## src/rtl/ntt_pkg.sv

```systemverilog
// Shared NTT parameters, zeta-stream FSM states and the built-in zeta table.
// The table is a closed-form function of the flat ROM index, so every consumer sees identical contents.
package ntt_pkg;

  localparam int    DATA_WIDTH    = 23;
  localparam int    NTT_STAGE_CNT = 8;
  localparam int    Q             = 8380417;
  localparam string ROM_PATH      = "rom";

  typedef enum logic [1:0] {ZS_IDLE, ZS_RUN, ZS_DRAIN} zs_state_t;

  // Flat-layout zeta word: word (1<<s)+k is zeta k of stage s; every word is nonzero and below Q.
  function automatic logic [DATA_WIDTH-1:0] zeta_rom_array(input logic [NTT_STAGE_CNT-1:0] idx);
    logic [DATA_WIDTH-1:0] w;
    w = {{(DATA_WIDTH-NTT_STAGE_CNT){1'b0}}, idx};
    return w * 23'd4099 + 23'd1;
  endfunction

endpackage

```

## src/rtl/zeta_stream_bank.sv

```systemverilog
// zeta_bank: LANES-read-port synchronous zeta ROM with a shared read enable.
// Each port returns the addressed word one cycle after the address is presented.
module zeta_bank
  import ntt_pkg::*;
#(
  parameter int DATA_WIDTH    = ntt_pkg::DATA_WIDTH,
  parameter int NTT_STAGE_CNT = ntt_pkg::NTT_STAGE_CNT,
  parameter int LANES         = 2
) (
  input  logic                            clk,
  input  logic                            rst,
  input  logic                            rd_en,
  input  logic [LANES*NTT_STAGE_CNT-1:0]  rd_addr,
  output logic [LANES*DATA_WIDTH-1:0]     rd_data
);

  localparam int PKG_AW = ntt_pkg::NTT_STAGE_CNT;
  localparam int PKG_DW = ntt_pkg::DATA_WIDTH;

  logic [LANES*DATA_WIDTH-1:0] rd_data_r;

  // Registered read, one word per lane; held while the enable is low
  always_ff @(posedge clk or posedge rst) begin
    if (rst) begin
      rd_data_r <= '0;
    end else if (rd_en) begin
      for (int j = 0; j < LANES; j++) begin
        rd_data_r[j*DATA_WIDTH +: DATA_WIDTH] <=
          DATA_WIDTH'(zeta_rom_array(PKG_AW'(rd_addr[j*NTT_STAGE_CNT +: NTT_STAGE_CNT])));
      end
    end
  end

  assign rd_data = rd_data_r;

endmodule

```

## src/rtl/zeta_stream.sv

```systemverilog
// zeta_stream: self-timed twiddle sequencer emitting LANES zetas per beat in butterfly order.
// Pipeline: address issue -> synchronous ROM read -> negate/mask -> registered outputs; stall freezes everything.
module zeta_stream
  import ntt_pkg::*;
#(
  parameter int DATA_WIDTH    = ntt_pkg::DATA_WIDTH,
  parameter int NTT_STAGE_CNT = ntt_pkg::NTT_STAGE_CNT,
  parameter int LANES         = 2,
  parameter int Q             = ntt_pkg::Q
) (
  input  logic                               clk,
  input  logic                               rst,
  input  logic                               start,
  input  logic                               mode,
  input  logic                               stall,
  output logic                               busy,
  output logic                               zeta_valid,
  output logic [LANES-1:0]                   lane_valid,
  output logic [$clog2(NTT_STAGE_CNT)-1:0]   zeta_stage,
  output logic [LANES*DATA_WIDTH-1:0]        zeta_data,
  output logic                               done
);

  localparam int SW = $clog2(NTT_STAGE_CNT);
  localparam int AW = NTT_STAGE_CNT;
  localparam int KW = NTT_STAGE_CNT + 1;

  zs_state_t                   state_r, state_n_s;
  logic                        mode_r, mode_n_s;
  logic [SW-1:0]               stage_r, stage_n_s;
  logic signed [KW-1:0]        k_base_r, k_base_n_s;
  int                          span_s, kb_s;
  logic                        issue_s, last_s, stage_end_s, final_s;
  logic [LANES-1:0]            live_s;
  logic [LANES*AW-1:0]         rd_addr_s;
  logic [LANES*DATA_WIDTH-1:0] rom_data_s, out_data_s;

  logic                        v1_r, last1_r;
  logic [LANES-1:0]            live1_r;
  logic [SW-1:0]               stage1_r;

  logic                        busy_r, valid_r, done_r;
  logic [LANES-1:0]            lane_valid_r;
  logic [SW-1:0]               zeta_stage_r;
  logic [LANES*DATA_WIDTH-1:0] zeta_data_r;

  function automatic logic [DATA_WIDTH-1:0] neg_mod_q(input logic [DATA_WIDTH-1:0] w);
    return DATA_WIDTH'(Q) - w;
  endfunction

  assign span_s = 32'sd1 <<< stage_r;
  assign kb_s   = int'(k_base_r);

  // Lane index, liveness and flat ROM address for the current group
  always_comb begin
    int idx_v;
    idx_v     = 32'sd0;
    live_s    = '0;
    rd_addr_s = '0;
    for (int j = 0; j < LANES; j++) begin
      idx_v = mode_r ? kb_s - j : kb_s + j;
      if (idx_v >= 32'sd0 && idx_v < span_s) begin
        live_s[j]             = 1'b1;
        rd_addr_s[j*AW +: AW] = AW'(span_s + idx_v);
      end else begin
        live_s[j]             = 1'b0;
        rd_addr_s[j*AW +: AW] = '0;
      end
    end
  end

  // Sequencer next state: stage walk and k_base stepping
  always_comb begin
    state_n_s   = state_r;
    mode_n_s    = mode_r;
    stage_n_s   = stage_r;
    k_base_n_s  = k_base_r;
    issue_s     = 1'b0;
    last_s      = 1'b0;
    stage_end_s = mode_r ? (kb_s < LANES) : (kb_s + LANES >= span_s);
    final_s     = mode_r ? (stage_r == '0) : (stage_r == SW'(NTT_STAGE_CNT - 1));
    case (state_r)
      ZS_IDLE: begin
        if (start) begin
          state_n_s  = ZS_RUN;
          mode_n_s   = mode;
          stage_n_s  = mode ? SW'(NTT_STAGE_CNT - 1) : '0;
          k_base_n_s = mode ? KW'((32'sd1 <<< (NTT_STAGE_CNT - 1)) - 32'sd1) : '0;
        end else begin
          state_n_s = ZS_IDLE;
        end
      end
      ZS_RUN: begin
        issue_s = 1'b1;
        if (stage_end_s && final_s) begin
          state_n_s = ZS_DRAIN;
          last_s    = 1'b1;
        end else if (stage_end_s) begin
          stage_n_s  = mode_r ? stage_r - SW'(1) : stage_r + SW'(1);
          k_base_n_s = mode_r ? KW'((span_s >>> 1) - 32'sd1) : '0;
        end else begin
          k_base_n_s = mode_r ? k_base_r - KW'(LANES) : k_base_r + KW'(LANES);
        end
      end
      ZS_DRAIN: begin
        if (done_r) begin
          state_n_s = ZS_IDLE;
        end else begin
          state_n_s = ZS_DRAIN;
        end
      end
      default: state_n_s = ZS_IDLE;
    endcase
  end

  // Sequencer registers and issue-stage pipeline tags
  always_ff @(posedge clk or posedge rst) begin
    if (rst) begin
      state_r  <= ZS_IDLE;
      mode_r   <= 1'b0;
      stage_r  <= '0;
      k_base_r <= '0;
      v1_r     <= 1'b0;
      live1_r  <= '0;
      stage1_r <= '0;
      last1_r  <= 1'b0;
      busy_r   <= 1'b0;
    end else if (!stall) begin
      state_r  <= state_n_s;
      mode_r   <= mode_n_s;
      stage_r  <= stage_n_s;
      k_base_r <= k_base_n_s;
      v1_r     <= issue_s;
      live1_r  <= live_s;
      stage1_r <= stage_r;
      last1_r  <= last_s;
      busy_r   <= (state_n_s != ZS_IDLE);
    end
  end

  zeta_bank #(
    .DATA_WIDTH    (DATA_WIDTH),
    .NTT_STAGE_CNT (NTT_STAGE_CNT),
    .LANES         (LANES)
  ) u_bank (
    .clk     (clk),
    .rst     (rst),
    .rd_en   (~stall),
    .rd_addr (rd_addr_s),
    .rd_data (rom_data_s)
  );

  // Inverse mode negates live lanes; dead lanes read zero
  always_comb begin
    out_data_s = '0;
    for (int j = 0; j < LANES; j++) begin
      if (live1_r[j]) begin
        out_data_s[j*DATA_WIDTH +: DATA_WIDTH] = mode_r ? neg_mod_q(rom_data_s[j*DATA_WIDTH +: DATA_WIDTH])
                                                        : rom_data_s[j*DATA_WIDTH +: DATA_WIDTH];
      end else begin
        out_data_s[j*DATA_WIDTH +: DATA_WIDTH] = '0;
      end
    end
  end

  // Output register
  always_ff @(posedge clk or posedge rst) begin
    if (rst) begin
      valid_r      <= 1'b0;
      lane_valid_r <= '0;
      zeta_stage_r <= '0;
      zeta_data_r  <= '0;
      done_r       <= 1'b0;
    end else if (!stall) begin
      valid_r      <= v1_r;
      lane_valid_r <= v1_r ? live1_r : '0;
      zeta_stage_r <= v1_r ? stage1_r : '0;
      zeta_data_r  <= v1_r ? out_data_s : '0;
      done_r       <= v1_r & last1_r;
    end
  end

  assign busy       = busy_r;
  assign zeta_valid = valid_r;
  assign lane_valid = lane_valid_r;
  assign zeta_stage = zeta_stage_r;
  assign zeta_data  = zeta_data_r;
  assign done       = done_r;

endmodule

```

## config.mk

```make
export PLATFORM = sky130hd
export DESIGN_NAME = zeta_stream
export DESIGN_NICKNAME = d
export VERILOG_FILES = /design/src/rtl/ntt_pkg.sv /design/src/rtl/zeta_stream_bank.sv /design/src/rtl/zeta_stream.sv
export SDC_FILE = /design/constraint.sdc
export NUM_CORES = 1
export LEC_CHECK = 0
export CORE_ASPECT_RATIO = 1.75
export CORE_MARGIN = 3
export CORE_UTILIZATION = 65
export CTS_BUF_LIST = sky130_fd_sc_hd__clkbuf_4 sky130_fd_sc_hd__clkbuf_8 sky130_fd_sc_hd__clkbuf_16
export DETAILED_ROUTE_END_ITERATION = 12
export PLACE_DENSITY = 0.87
export SYNTH_ARGS = -nofsm -noshare
export SYNTH_HDL_FRONTEND = slang
export SYNTH_HIERARCHICAL = 1
export SYNTH_SLANG_ARGS = --single-unit
```

## constraint.sdc

```tcl
create_clock -name clk -period 17.5 [get_ports clk]
set_input_delay 1.75 -clock clk [delete_from_list [all_inputs] [get_ports clk]]
set_output_delay 1.75 -clock clk [all_outputs]
set_load 0.1 [all_outputs]
```

==> flow_metrics.env <==
export IMPL_synthesis_area_um2=8550
export IMPL_rows=54
export IMPL_drt_met1_wl_um=8190
export IMPL_clockRootBuffer="clkbuf_16"
export IMPL_setup_viol=0
export IMPL_crit_start="mode_r"
export IMPL_path_delay_family="adder cells"
export IMPL_outcome="finished, final reports clean"
export IMPL_via_count=7543
export IMPL_nets=1090
export IMPL_hold_class="reg -> reg"
export IMPL_die_height_um=158
export IMPL_syn_inst=936
export IMPL_synth_cell_types=79
export IMPL_cp_common_cell="ha_1"
export IMPL_cp_max_fo=66
export IMPL_drive_gt1_frac=0.0847
export IMPL_cts_sinks=116
export IMPL_antenna_found_initial=0
export IMPL_r2r_setup_slack_ps=10740
export IMPL_grt_pass1_wl_um=38200
export IMPL_synth_commonest_cells="dfrtp_1, nand2_1, ha_1"
export IMPL_drt_total_wl_um=23400
export IMPL_grt_max_degree=77
export IMPL_hold_violations=0
export IMPL_max_clock_path_buffers=2
export IMPL_worst_ep_arrival_time_ps=7070
export IMPL_worst_setup_path_start_kind="flip-flop"
export IMPL_maxSlewViolCount=0
export IMPL_globalRoute_totalOverflow=0
export IMPL_cp_required_ps=17810
export IMPL_synth_seq_area_share=0.340
export IMPL_insertion_delay_ps=420
export IMPL_clock_skew_ps=14.5
export IMPL_hold_depth=2
export IMPL_ys_flop_type="dfrtp_1"
export IMPL_met3WireLength_um=1360
export IMPL_syn_to_final_growth_pct=15.0
export IMPL_cp_num_buf_inv=4
export IMPL_fin_setup_tns_ps=0
export IMPL_max_slew_margin_rel=0.317
export IMPL_diodes=0
export IMPL_synth_most_common_cell="dfrtp_1"
export IMPL_cts_hold_fix_buffers=0
export IMPL_rr_endpoint="u_bank/rd_data[31]"
export IMPL_drtAntennaViolNets=0
export IMPL_cts_buffers=17
export IMPL_routed_via_density=6.50
export IMPL_port_buffers=58
export IMPL_drt_iter0_drc=572
export IMPL_path_class="reg -> reg"
export IMPL_grt_pass1_vias=7771
export IMPL_crit_end="u_bank/rd_data[31]"
export IMPL_synth_edf_count=0
export IMPL_grt_setup_unrepaired="false"
export IMPL_wire_per_inst_um=20.2
export IMPL_synth_area_per_cell_um2=9.13
export IMPL_die_x_um=92.7
export IMPL_start_util=0.677
export IMPL_worstMarginPinSlew_ps=1020
export IMPL_ys_warn_count=6
export IMPL_die_area_um2=14600
export IMPL_synth_seq_cells=116
export IMPL_slowest_delay_ps=570
export IMPL_fmax_mhz=148
export IMPL_dr_pass1_iters=7
export IMPL_highest_layer="met4"
export IMPL_synthTopCellsByArea="dfrtp_1, ha_1, o21ai_0"
export IMPL_fin_crit_ps=6760
export IMPL_cp_depth=24
export IMPL_post_cts_setup_buffer_count=0
export IMPL_pin_count=59
export IMPL_cts_tree="yes"
export IMPL_yosysTopAreaCell="dfrtp_1"
export IMPL_grt_usage=0.333
export IMPL_dr_wl_met2_um=12400
export IMPL_coreArea_um2=12600
export IMPL_drc=0
export IMPL_hpwl_um=15500
export IMPL_gp_congestion=0.937
export IMPL_cts_resized=0
export IMPL_reg2reg_depth=24
export IMPL_htree_levels=4
export IMPL_path_clk_slew_ps=60
export IMPL_crit_path_cell_trace="buf_4, inv_1, fa_1, nor2b_1, o21ai_0, a21boi_0, o21a_1, nor2_1, xnor2_1, ha_1, o21ai_0, a31oi_1, or2_2, nor3_1, inv_1, ha_1, inv_1, ha_1, ha_1, ha_1, and2_1, a22oi_1, a21oi_1, a211oi_1"
export IMPL_r2r_start="mode_r"
export IMPL_max_cap_viol_count=0
export IMPL_cp_slowest_cell="buf_4"
export IMPL_synthArstFlopShare=1.00
export IMPL_end_kind="flip-flop"
export IMPL_fin_crit_sh=0.386
export IMPL_fillCellCount=842
export IMPL_yosys_area_top_type_share=0.340
-- tightest hold or removal path, cell delays in order (launching register included) --
cell	delay (ps)
dfrtp_1	350
nand2_1	50
nand2_1	40
-- layer usage --
metal  up-vias  track usage
met4         0        0.237
met2       379        0.596
met1      3633        0.350
li1       3398            -
met3       133       0.0580
met5         -            0
-- area by class of cell --
type                    instances  area (um^2)  share of cell area
multi-input cells             725         5230               0.532
flip-flops and latches        116         2900               0.295
repair buffers                 63          613              0.0624
clock buffers                  19          447              0.0454
clock inverters                13          219              0.0223
inverters                      56          211              0.0215
well taps                     168          210              0.0214
-- sequential cells by signal (all words and copies together), names as in the netlist --
| name | count |
|---|---|
| v1_r | 1 |
| lane_valid | 2 |
| stage1_r | 3 |
| busy | 1 |
| zeta_valid | 1 |
| live1_r | 2 |
| zeta_data | 46 |
| mode_r | 1 |
| done | 1 |
| last1_r | 1 |
| u_bank/rd_data | 40 |
| k_base_r | 9 |
| state_r | 2 |
| stage_r | 3 |
| zeta_stage | 3 |
-- metrics by stage --
step / util / std cells / area (um^2) / setup slack [ps] / hold slack (ps)
2_1_floorplan: - / 941 / 8570 / 11990 / 443
3_3_place_gp: 0.725 / 1128 / 9160 / 11340 / 459
3_5_place_dp: 0.725 / 1128 / 9160 / 11000 / 460
4_1_cts: 0.778 / 1160 / 9830 / 10850 / 475
5_1_grt: 0.778 / 1160 / 9830 / 10390 / 493
6_report: 0.778 / 1160 / 9830 / 10740 / 474
-- cells in the final DEF, fill, tap and decap left out, types with 32 or more instances in the layout --
master,count
dfrtp_1,115
inv_1,54
clkdlybuf4s50_1,57
xor2_1,42
xnor2_1,32
nand2_1,112
o21ai_0,99
a21oi_1,34
nor2_1,57
ha_1,100
-- logic make-up (layout without fill, tap and decap cells) --
kind of cell,Yosys count,after routing,share of synthesized area
other,1,6,0.000439
flip-flops,116,116,0.340
AND/OR/NAND/NOR,267,267,0.149
AO/OA/AOI/OAI,240,240,0.182
XOR/XNOR,74,74,0.0758
adder cells (fa/ha/maj),106,106,0.160
multiplexers,32,32,0.0417
buffers and inverters,100,151,0.0514
-- worst min-delay path by stage --
stage          slack, ps     startpoint            end
6_report             470        last1_r        last1_r
5_1_grt              490  lane_valid[0]  lane_valid[0]
4_1_cts              470        last1_r        last1_r
3_5_place_dp         460        last1_r        last1_r
3_3_place_gp         460           v1_r           v1_r
2_1_floorplan        440        last1_r        last1_r
Power is not shown: default switching activity piles up to over one toggle a cycle in this logic, so the estimate is an artifact.
